==> config.mk <==
export PLATFORM = sky130hd
export DESIGN_NAME = mem_port_arbiter
export DESIGN_NICKNAME = d
export VERILOG_FILES = /design/src/rtl/mem_port_arbiter.sv
export SDC_FILE = /design/constraint.sdc
export NUM_CORES = 1
export LEC_CHECK = 0
export ABC_AREA = 1
export CELL_PAD_IN_SITES_DETAIL_PLACEMENT = 1
export CELL_PAD_IN_SITES_GLOBAL_PLACEMENT = 1
export CORE_MARGIN = 4
export CORE_UTILIZATION = 38
export DETAILED_ROUTE_END_ITERATION = 6
export PLACE_DENSITY_LB_ADDON = 0.1
export SYNTH_ARGS = -nofsm -noshare
export SYNTH_HDL_FRONTEND = slang
export SYNTH_SLANG_ARGS = --single-unit
==> constraint.sdc <==
create_clock -name clk -period 4.1 [get_ports clk]
set_input_delay 0.41 -clock clk [delete_from_list [all_inputs] [get_ports clk]]
set_output_delay 0.41 -clock clk [all_outputs]
set_load 0.01 [all_outputs]
==> src/rtl/mem_port_arbiter.sv <==
// Round-robin arbiter sharing one byte-wide synchronous memory between the fetch and
// data ports; each granted word access becomes four little-endian byte cycles.
module mem_port_arbiter #(
    parameter int unsigned N = 32,
    parameter int unsigned M = 10
) (
    input  logic           clk,
    input  logic           rst,
    input  logic           halted,
    input  logic           if_req,
    input  logic [M+1:0]   if_addr,
    output logic           if_gnt,
    output logic           if_rvalid,
    output logic [N-1:0]   if_rdata,
    input  logic           d_req,
    input  logic           d_we,
    input  logic [M+1:0]   d_addr,
    input  logic [N-1:0]   d_wdata,
    output logic           d_gnt,
    output logic           d_done,
    output logic [N-1:0]   d_rdata,
    output logic [M+1:0]   mem_addr,
    output logic           mem_we,
    output logic [7:0]     mem_wdata,
    input  logic [7:0]     mem_rdata,
    output logic           busy
);

    typedef enum logic [1:0] {StIdle, StXfer, StDrain} state_e;

    state_e       state_q, state_d;
    logic [1:0]   cnt_q, cnt_d;
    logic [M-1:0] base_q;
    logic         we_q;
    logic         src_data_q;
    logic         last_data_q;
    logic [N-1:0] wdata_q;
    logic [23:0]  buf_q;
    logic         if_elig;

    assign if_elig  = if_req && !halted;
    assign mem_addr = {base_q, cnt_q};
    assign busy     = (state_q != StIdle);

    always_comb begin
        state_d   = state_q;
        cnt_d     = cnt_q;
        if_gnt    = 1'b0;
        d_gnt     = 1'b0;
        mem_we    = 1'b0;
        mem_wdata = 8'h00;
        unique case (state_q)
            StIdle: begin
                // Gate with reset so grants stay low while reset is asserted.
                if (rst) begin
                    if (if_elig && d_req) begin
                        if (last_data_q) if_gnt = 1'b1;
                        else             d_gnt  = 1'b1;
                    end else if (if_elig) begin
                        if_gnt = 1'b1;
                    end else if (d_req) begin
                        d_gnt = 1'b1;
                    end
                end
                if (if_gnt || d_gnt) begin
                    state_d = StXfer;
                    cnt_d   = 2'd0;
                end
            end
            StXfer: begin
                mem_we = we_q;
                if (we_q) mem_wdata = wdata_q[{cnt_q, 3'b000} +: 8];
                // cnt stays at 3 afterwards so mem_addr holds its last value.
                if (cnt_q == 2'd3) state_d = we_q ? StIdle : StDrain;
                else               cnt_d   = cnt_q + 2'd1;
            end
            StDrain: state_d = StIdle;
            default: state_d = StIdle;
        endcase
    end

    always_ff @(posedge clk or negedge rst) begin
        if (!rst) begin
            state_q <= StIdle;
            cnt_q   <= 2'd0;
        end else begin
            state_q <= state_d;
            cnt_q   <= cnt_d;
        end
    end

    always_ff @(posedge clk or negedge rst) begin
        if (!rst) begin
            base_q      <= '0;
            we_q        <= 1'b0;
            src_data_q  <= 1'b0;
            last_data_q <= 1'b1;
            wdata_q     <= '0;
            buf_q       <= '0;
            if_rdata    <= '0;
            d_rdata     <= '0;
            if_rvalid   <= 1'b0;
            d_done      <= 1'b0;
        end else begin
            if_rvalid <= 1'b0;
            d_done    <= 1'b0;
            if (if_gnt || d_gnt) begin
                base_q      <= if_gnt ? if_addr[M+1:2] : d_addr[M+1:2];
                src_data_q  <= d_gnt;
                last_data_q <= d_gnt;
                we_q        <= d_gnt && d_we;
            end
            if (d_gnt) wdata_q <= d_wdata;
            if (state_q == StXfer) begin
                // Sync read: the byte addressed last cycle is on mem_rdata now.
                if (!we_q && cnt_q != 2'd0) buf_q[{cnt_q - 2'd1, 3'b000} +: 8] <= mem_rdata;
                if (we_q && cnt_q == 2'd3) d_done <= 1'b1;
            end
            if (state_q == StDrain) begin
                if (src_data_q) begin
                    d_rdata <= {mem_rdata, buf_q};
                    d_done  <= 1'b1;
                end else begin
                    if_rdata  <= {mem_rdata, buf_q};
                    if_rvalid <= 1'b1;
                end
            end
        end
    end

endmodule

==> results_dict.tcl, run 1 <==
set metrics [dict create \
    max_freq_mhz 325 \
    crit_chain "dlygate4sd3_1 > buf_6 > nand3_1 > nor2_1 > nand2_1 > nand2_1 > inv_1 > nand2_1 > nand2_1" \
    wl_per_cell_um 15.9 \
    criticalPathCategory "primary input to register" \
    h-tree-depth 4 \
    vias_per_cell 4.88 \
    die_y_um 132 \
    yosysWarnings 0 \
    maxCapViolCount 0 \
    synth_fp_nets 763 \
    grt_max_degree 80 \
    worstPathRequired_ps 4400 \
    track_usage_pct 19.6 \
    synth_cell_types 22 \
    setup-tns-final_ps 0 \
    antenna_found_initial 0 \
    skew_ps 6.48 \
    dp.final_hpwl_um 11500 \
    cp.arrival_ps 3380 \
    drv_slew 0 \
    pin_count 160 \
    rsz0062_at_grt "no" \
    die_w_um 132 \
    cts.sinks 139 \
    netlist_instances 688 \
    hold_class "primary input to async pin" \
    cts_buffers 17 \
    tightest_slew_ps 1150 \
    rr_worst_depth 7 \
    grt_overflow_total 0 \
    num-nets-final 908 \
    antennaDiodeCount 0 \
    p_leak_uw 0.00388 \
    core_mm2 0.0152 \
    p_switching_uw 2100 \
    switching_share_pct 34.5 \
    avgSynthCellArea_um2 8.54 \
    cts_tree "built" \
    period_needed_ps 3080 \
    first_iter_violations 280 \
    drtPass1Iterations 4 \
    port_buffers 155 \
    yosysSeqAreaShare_pct 59.2 \
    utilization_pct 53.6 \
    startpoint_type "primary input" \
    area_growth_pct 38.7 \
    clk_pin_slew_worst_paths_ps 60 \
    r2r-end "base_q[2]" \
    layout-drive-gt1-share_pct 5.91 \
    setup_viol 0 \
    r2r_start "last_data_q" \
    path_delay_family "simple AND/OR/NAND/NOR gates" \
    netlist_area_mm2 0.00588 \
    routed_wl_um 16500 \
    cp_slowest_cell "nor2_1" \
    finalCritPeriodShare_pct 75.1 \
    comb_power_share_pct 36.3 \
    placementRows 45 \
    ctsHoldBuffers 1 \
    initial_core_util_pct 38.7 \
    finalNonFillerCells 1034 \
    crit_buf_inv 3 \
    critical_path.endpoint_type "register" \
    clk_path_buf_depth 2 \
    cts-resized-gates 0 \
    fin_ws_ps 1020 \
    cpMostUsedCell "nand2_1" \
    relSlewSlack_pct 23.5 \
    grt_pass1_vias 5488 \
    ant_nets 0 \
    final_common_cell "nand2_1" \
    status "finished, final reports clean" \
    placed_cell_area_mm2 0.00752 \
    grt_pass1_wl_um 27900 \
    cpPeakStageDelay_ps 580 \
    die_area_mm2 0.0175 \
    final_area_mm2 0.00815 \
    drc 0 \
    cts_setup_buffers 0 \
    cts-root-buf "clkbuf_16" \
    post-place-ws_ps 894 \
    hold_violations 0 \
    place_inst 1001 \
    layout_common_cells "227 x nand2_1, 154 x clkdlybuf4s50_1, 138 x dfrtp_1, 80 x o21ai_0, 64 x inv_1" \
    ir_drop_uv 291 \
    routabilityCongestion 0.792 \
    path_max_fanout 17 \
    r2r_slack_ps 1300 \
    dr_total_vias 5047 \
    yosys_register_bits 139 \
    internal-power_uw 3980 \
    p_per_area_mw_per_mm2 746 \
    p_seq_share_pct 37.4 \
    clock_latency_ps 410 \
    pwr-share-clk_pct 26.3 \
    nFillCells 1802 \
]
==> synth_stat cells <==
library cell,number,area share (%)
a21oi_1,8,0.68
clkbuf_1,6,0.38
nand2_1,227,14
buf_2,21,1.8
o21ai_1,26,2.2
ha_1,5,1.1
nor2_1,51,3.3
inv_1,64,4.1
buf_4,7,0.89
clkinv_1,1,0.064
nand2_2,1,0.11
o21ai_0,80,6.8
or2_2,1,0.11
dfrtp_1,138,59
nand3_1,32,2.7
nor3_1,4,0.34
dfstp_2,1,0.45
nor2_2,1,0.11
nor2_4,4,0.77
inv_2,5,0.32
nor3_2,1,0.17
nand4_1,4,0.43
==> worst max-delay path by stage <==
stage	start	to	slack [ps]	cells past startpoint
global placement	if_req	base_q[5]	980	8
finish	rst	base_q[2]	1020	9
global route	rst	base_q[7]	670	9
CTS	state_q[1]	d_gnt	930	4
detailed placement	if_req	base_q[6]	890	8
floorplan	cnt_q[0]	buf_q[23]	2040	10
==> cell families after synthesis <==
logic type	Yosys count	synth area share (%)
AO/OA/AOI/OAI	114	9.71
flip-flops	139	59.2
buffers and inverters	104	7.54
AND/OR/NAND/NOR	326	22.5
adder cells (fa/ha/maj)	5	1.06
==> power by group through the flow <==
stage          Clock (µW)  Combinational [µW]  Sequential, µW
3_5_place_dp            0                2220            2290
5_1_grt              1690                2470            2350
6_report             1600                2210            2270
2_1_floorplan           0                1020            2360
3_3_place_gp            0                2160            2260
4_1_cts              1630                2250            2280
==> layout make-up <==
cell class	instances	area (µm²)	area share (%)
Clock inverter	9	135	1.66
Clock buffer	23	488	5.98
Multi-Input combinational cell	445	1960	24.0
Timing Repair Buffer	160	1590	19.5
Tap cell	188	235	2.88
Inverter	70	263	3.22
Sequential cell	139	3480	42.7
==> flip-flops by register name, summed over array words and instances (netlist names) <==
| register | count |
|---|---|
| buf_q | 24 |
| d_rdata | 32 |
| src_data_q | 1 |
| if_rvalid | 1 |
| last_data_q | 1 |
| base_q | 10 |
| cnt_q | 2 |
| wdata_q | 32 |
| if_rdata | 32 |
| state_q | 2 |
| we_q | 1 |
| d_done | 1 |
==> through the flow <==
step	hold WS, ps	power, µW
6_report	394	6080
5_1_grt	408	6510
4_1_cts	388	6170
3_5_place_dp	255	4510
3_3_place_gp	255	4410
2_1_floorplan	114	3370
==> per-layer routing <==
| layer | GRT usage [%] | part of all wire, % | vias to the layer above |
|---|---|---|---|
| li1 | - | - | 2444 |
| met1 | 24.2 | 43 | 2457 |
| met2 | 34.1 | 52 | 119 |
| met3 | 4.01 | 4.0 | 27 |
| met4 | 7.27 | 1.8 | 0 |
| met5 | 0 | 0 | - |
==> worst register-to-register path, cell delays in order (launching register included) <==
cell,delay [ps]
dfstp_2,550
nor2_1,60
nor2_1,580
nand2_1,550
nand2_1,480
inv_1,280
nand2_1,120
nand2_1,60
Power figures use the tool's default switching activity.
==> run 2, diff against run 1 <==
--- a/config.mk
+++ b/config.mk
@@ -9,7 +9,7 @@
 export CELL_PAD_IN_SITES_DETAIL_PLACEMENT = 1
 export CELL_PAD_IN_SITES_GLOBAL_PLACEMENT = 1
 export CORE_MARGIN = 4
-export CORE_UTILIZATION = 38
+export CORE_UTILIZATION = 32
 export DETAILED_ROUTE_END_ITERATION = 6
 export PLACE_DENSITY_LB_ADDON = 0.1
 export SYNTH_ARGS = -nofsm -noshare
==> constraint.sdc (replaced) <==
create_clock -name clk -period 2.7 [get_ports clk]
set_input_delay 0.27 -clock clk [delete_from_list [all_inputs] [get_ports clk]]
set_output_delay 0.27 -clock clk [all_outputs]
set_load 0.01 [all_outputs]
==> results_dict.tcl, run 2 (same netlist as run 1, synthesis figures left out) <==
set metrics [dict create \
    period_needed_ps 2510 \
    r2r_slack_ps 690 \
    routabilityCongestion 0.768 \
    first_iter_violations 265 \
    hold_class "primary input to async pin" \
    ant_nets 0 \
    maxCapViolCount 0 \
    cpPeakStageDelay_ps 580 \
    layout-drive-gt1-share_pct 6.71 \
    skew_ps 11.8 \
    pin_count 160 \
    finalCritPeriodShare_pct 92.8 \
    relSlewSlack_pct 29.9 \
    cts_tree "built" \
    finalPower_uw 9010 \
    num-nets-final 912 \
    worstPathRequired_ps 2430 \
    utilization_pct 45.4 \
    clock_latency_ps 420 \
    crit_buf_inv 4 \
    ctsHoldBuffers 0 \
    rr_worst_depth 6 \
    grt_pass1_wl_um 27500 \
    hold_violations 0 \
    dp.final_hpwl_um 11900 \
    antenna_found_initial 0 \
    path_delay_family "buffers and inverters" \
    r2r-end "buf_q[6]" \
    drtPass1Iterations 4 \
    critical_path.endpoint_type "primary output" \
    max_freq_mhz 399 \
    grt_overflow_total 0 \
    nFillCells 2128 \
    h-tree-depth 4 \
    layout_common_cells "227 x nand2_1, 154 x clkdlybuf4s50_1, 138 x dfrtp_1, 80 x o21ai_0, 63 x inv_1" \
    final_common_cell "nand2_1" \
    cts_setup_buffers 0 \
    clk_pin_slew_worst_paths_ps 60 \
    cpMostUsedCell "inv_2" \
    setup_viol 0 \
    path_max_fanout 9 \
    die_area_mm2 0.0206 \
    cts_buffers 17 \
    fin_ws_ps 193 \
    crit_path_start "state_q[0]" \
    whs_ps 11.0 \
    wl_per_cell_um 15.5 \
    initial_core_util_pct 32.6 \
    port_buffers 155 \
    die_w_um 144 \
    r2r_start "cnt_q[0]" \
    grt_pass1_vias 5379 \
    vias_per_cell 4.63 \
    post-place-ws_ps 477 \
    core_mm2 0.0180 \
    tightest_slew_ps 1050 \
    drc 0 \
    criticalPathCategory "register to primary output" \
    cts-root-buf "clkbuf_16" \
    cts-resized-gates 0 \
    rsz0062_at_grt "no" \
    p_per_area_mw_per_mm2 1100 \
    routed_wl_um 16700 \
    startpoint_type "register" \
    grt_max_degree 140 \
    die_y_um 144 \
    antennaDiodeCount 0 \
    placementRows 49 \
    setup-tns-final_ps 0 \
    cp_slowest_cell "clkdlybuf4s50_1" \
    clk_path_buf_depth 2 \
    reg_top3 "d_rdata: 32 flops, if_rdata: 32 flops, wdata_q: 32 flops" \
    crit_chain "inv_2 > nor2_4 > inv_1 > nor2_1 > inv_2 > a21oi_1 > clkdlybuf4s50_1" \
    area_growth_pct 39.4 \
    cts.sinks 139 \
    p_leak_uw 0.00388 \
    ir_drop_uv 550 \
    drv_slew 0 \
    track_usage_pct 16.9 \
    cp.arrival_ps 2240 \
    dr_total_vias 4998 \
    status "finished, final reports clean" \
]
[run 2: cell type report]
type	instances	area, µm²	share of cell area, %
clock buffers	20	447	5.45
clock inverters	12	115	1.41
inverters	70	270	3.30
multi-input cells	445	1960	23.9
flip-flops and latches	139	3480	42.5
well taps	229	287	3.50
repair buffers	164	1630	19.9
[run 2: where the power goes]
group | switching [µW] | internal, µW
clock network | 899 | 1300
logic | 1820 | 1570
registers | 470 | 2950
total | 3190 | 5830
[run 2: worst max path at each step]
stage	endpoint	slack, ps	depth (start not counted)
after floorplan	buf_q[23]	640	10
after global placement	base_q[5]	590	9
after detailed placement	base_q[1]	480	10
after CTS	mem_wdata[1]	100	5
after global routing	mem_wdata[6]	40	5
final	mem_wdata[0]	190	7
[run 2: stage by stage]
stage | cell area [µm²] | std cells
after floorplan | 5880 | 688
after global placement | 7620 | 1047
after detailed placement | 7620 | 1047
after CTS | 8180 | 1079
after global routing | 8190 | 1079
final | 8190 | 1079
[run 2: metal layers]
layer | GRT usage, % | up-vias | routed length (µm)
met1 | 20.9 | 2431 | 7150
met4 | 5.70 | 0 | 234
li1 | - | 2452 | -
met3 | 3.79 | 15 | 690
met2 | 29.2 | 100 | 8620
met5 | 0 | - | 0
==> run 3, diff against run 2 <==
--- a/config.mk
+++ b/config.mk
@@ -10,8 +10,10 @@
 export CELL_PAD_IN_SITES_GLOBAL_PLACEMENT = 1
 export CORE_MARGIN = 4
 export CORE_UTILIZATION = 32
+export CTS_CLUSTER_SIZE = 25
 export DETAILED_ROUTE_END_ITERATION = 6
 export PLACE_DENSITY_LB_ADDON = 0.1
+export SETUP_SLACK_MARGIN = 0.2
 export SYNTH_ARGS = -nofsm -noshare
 export SYNTH_HDL_FRONTEND = slang
 export SYNTH_SLANG_ARGS = --single-unit
==> results_dict.tcl, run 3 (same netlist as run 1, synthesis figures left out) <==
set metrics [dict create \
    antennaDiodeCount 0 \
    initial_core_util_pct 32.6 \
    status "finished, final reports clean" \
    path_max_fanout 9 \
    grt_overflow_total 0 \
    critical_path.endpoint_type "primary output" \
    dr_total_vias 5008 \
    p_leak_uw 0.00394 \
    ctsHoldBuffers 0 \
    area_growth_pct 39.8 \
    antenna_found_initial 0 \
    layout-drive-gt1-share_pct 7.29 \
    wl_per_cell_um 15.5 \
    max_freq_mhz 426 \
    cts_tree "built" \
    setup_viol 0 \
    r2r_slack_ps 800 \
    layout_common_cells "227 x nand2_1, 151 x clkdlybuf4s50_1, 135 x dfrtp_1, 80 x o21ai_0, 63 x inv_1" \
    clk_path_buf_depth 2 \
    routabilityCongestion 0.768 \
    startpoint_type "register" \
    criticalPathCategory "register to primary output" \
    grt_pass1_wl_um 27500 \
    die_area_mm2 0.0206 \
    worstPathRequired_ps 2430 \
    dp.final_hpwl_um 11900 \
    clk_pin_slew_worst_paths_ps 60 \
    crit_path_start "state_q[0]" \
    h-tree-depth 4 \
    rr_worst_depth 6 \
    setup-tns-final_ps 0 \
    first_iter_violations 251 \
    drc 0 \
    ant_nets 0 \
    drtPass1Iterations 4 \
    period_needed_ps 2350 \
    relSlewSlack_pct 29.2 \
    final_common_cell "nand2_1" \
    ir_drop_uv 550 \
    num-nets-final 913 \
    critPathCapture "mem_wdata[1]" \
    finalPower_uw 9050 \
    finalCritPeriodShare_pct 87.0 \
    rsz0062_at_grt "no" \
    cp.arrival_ps 2080 \
    cts-root-buf "clkbuf_16" \
    grt_pass1_vias 5382 \
    r2r-end "buf_q[6]" \
    core_mm2 0.0180 \
    cts_buffers 17 \
    skew_ps 10.6 \
    routed_wl_um 16800 \
    hold_violations 0 \
    die_y_um 144 \
    track_usage_pct 16.9 \
    drv_slew 0 \
    vias_per_cell 4.64 \
    maxCapViolCount 0 \
    r2r_start "cnt_q[0]" \
    port_buffers 155 \
    p_per_area_mw_per_mm2 1100 \
    hold_class "primary input to async pin" \
    pin_count 160 \
    placementRows 49 \
    reg_top3 "d_rdata: 32 flops, if_rdata: 32 flops, wdata_q: 32 flops" \
    cts.sinks 139 \
    tightest_slew_ps 1060 \
    grt_max_degree 140 \
    clock_latency_ps 410 \
    die_w_um 144 \
]
-- run 3: cell types whose count changed in the layout (fill, tap and decap cells not counted), sizes merged --
cell and delta:
clkdlybuf4s50 -3, dlymetal6s2s +3, inv +1
-- run 3: worst min-delay path by stage --
| stage | startpoint | endpoint | slack [ps] | depth (start not counted) |
|---|---|---|---|---|
| finish | rst | d_rdata[9] | 10 | 2 |
| global route | rst | d_rdata[9] | 100 | 2 |
| CTS | rst | d_rdata[9] | 70 | 2 |
| detailed placement | we_q | state_q[1] | 460 | 1 |
| global placement | we_q | state_q[1] | 460 | 1 |
| floorplan | rst | base_q[0] | -30 | 0 |
-- run 3: report_power, final --
| part | switching, µW | internal (µW) | leakage [µW] |
|---|---|---|---|
| registers | 479 | 2950 | 0.00175 |
| logic | 1830 | 1580 | 0.00190 |
| clock network | 901 | 1300 | 0.000279 |
-- run 3: repair_timing --
item | 4_1_cts | 5_1_grt
gates cloned | 0 | 1
endpoints found under the setup margin | 8 | 8
buffers inserted | 0 | 0
gates resized for setup | 3 | 9
-- run 3: worst max-delay path, stage by stage, from the launching register on --
cell and delay (ps):
dfrtp_2 420, inv_2 70, nor2_4 120, inv_1 80
nor2_2 120, inv_2 110, a21oi_1 180, clkdlybuf4s50_1 570
-- run 3: layer usage --
layer / track usage (%) / part of all wire, %
met4: 5.70 / 1.6
met3: 3.79 / 4.2
met5: 0 / 0
met2: 29.2 / 51
met1: 20.9 / 43
-- run 3: through the flow --
stage               cell area [µm²]  utilization [%]  cells  hold slack [ps]  worst slack (ps)
global placement               7620             42.3   1047              458               587
global route                   8220             45.6   1080              103               225
CTS                            8190             45.4   1079             69.8               214
detailed placement             7620             42.3   1047              462               477
finish                         8220             45.6   1080             11.6               351
floorplan                      5880                -    688            -25.6               638
-- run 3: layout make-up --
type                    instances  area, µm²
multi-input cells             445       1960
inverters                      70        269
flip-flops and latches        139       3480
clock buffers                  20        447
repair buffers                164       1650
well taps                     229        287
fillers                      2128       9810
clock inverters                12        115
repair inverters                1       5.00
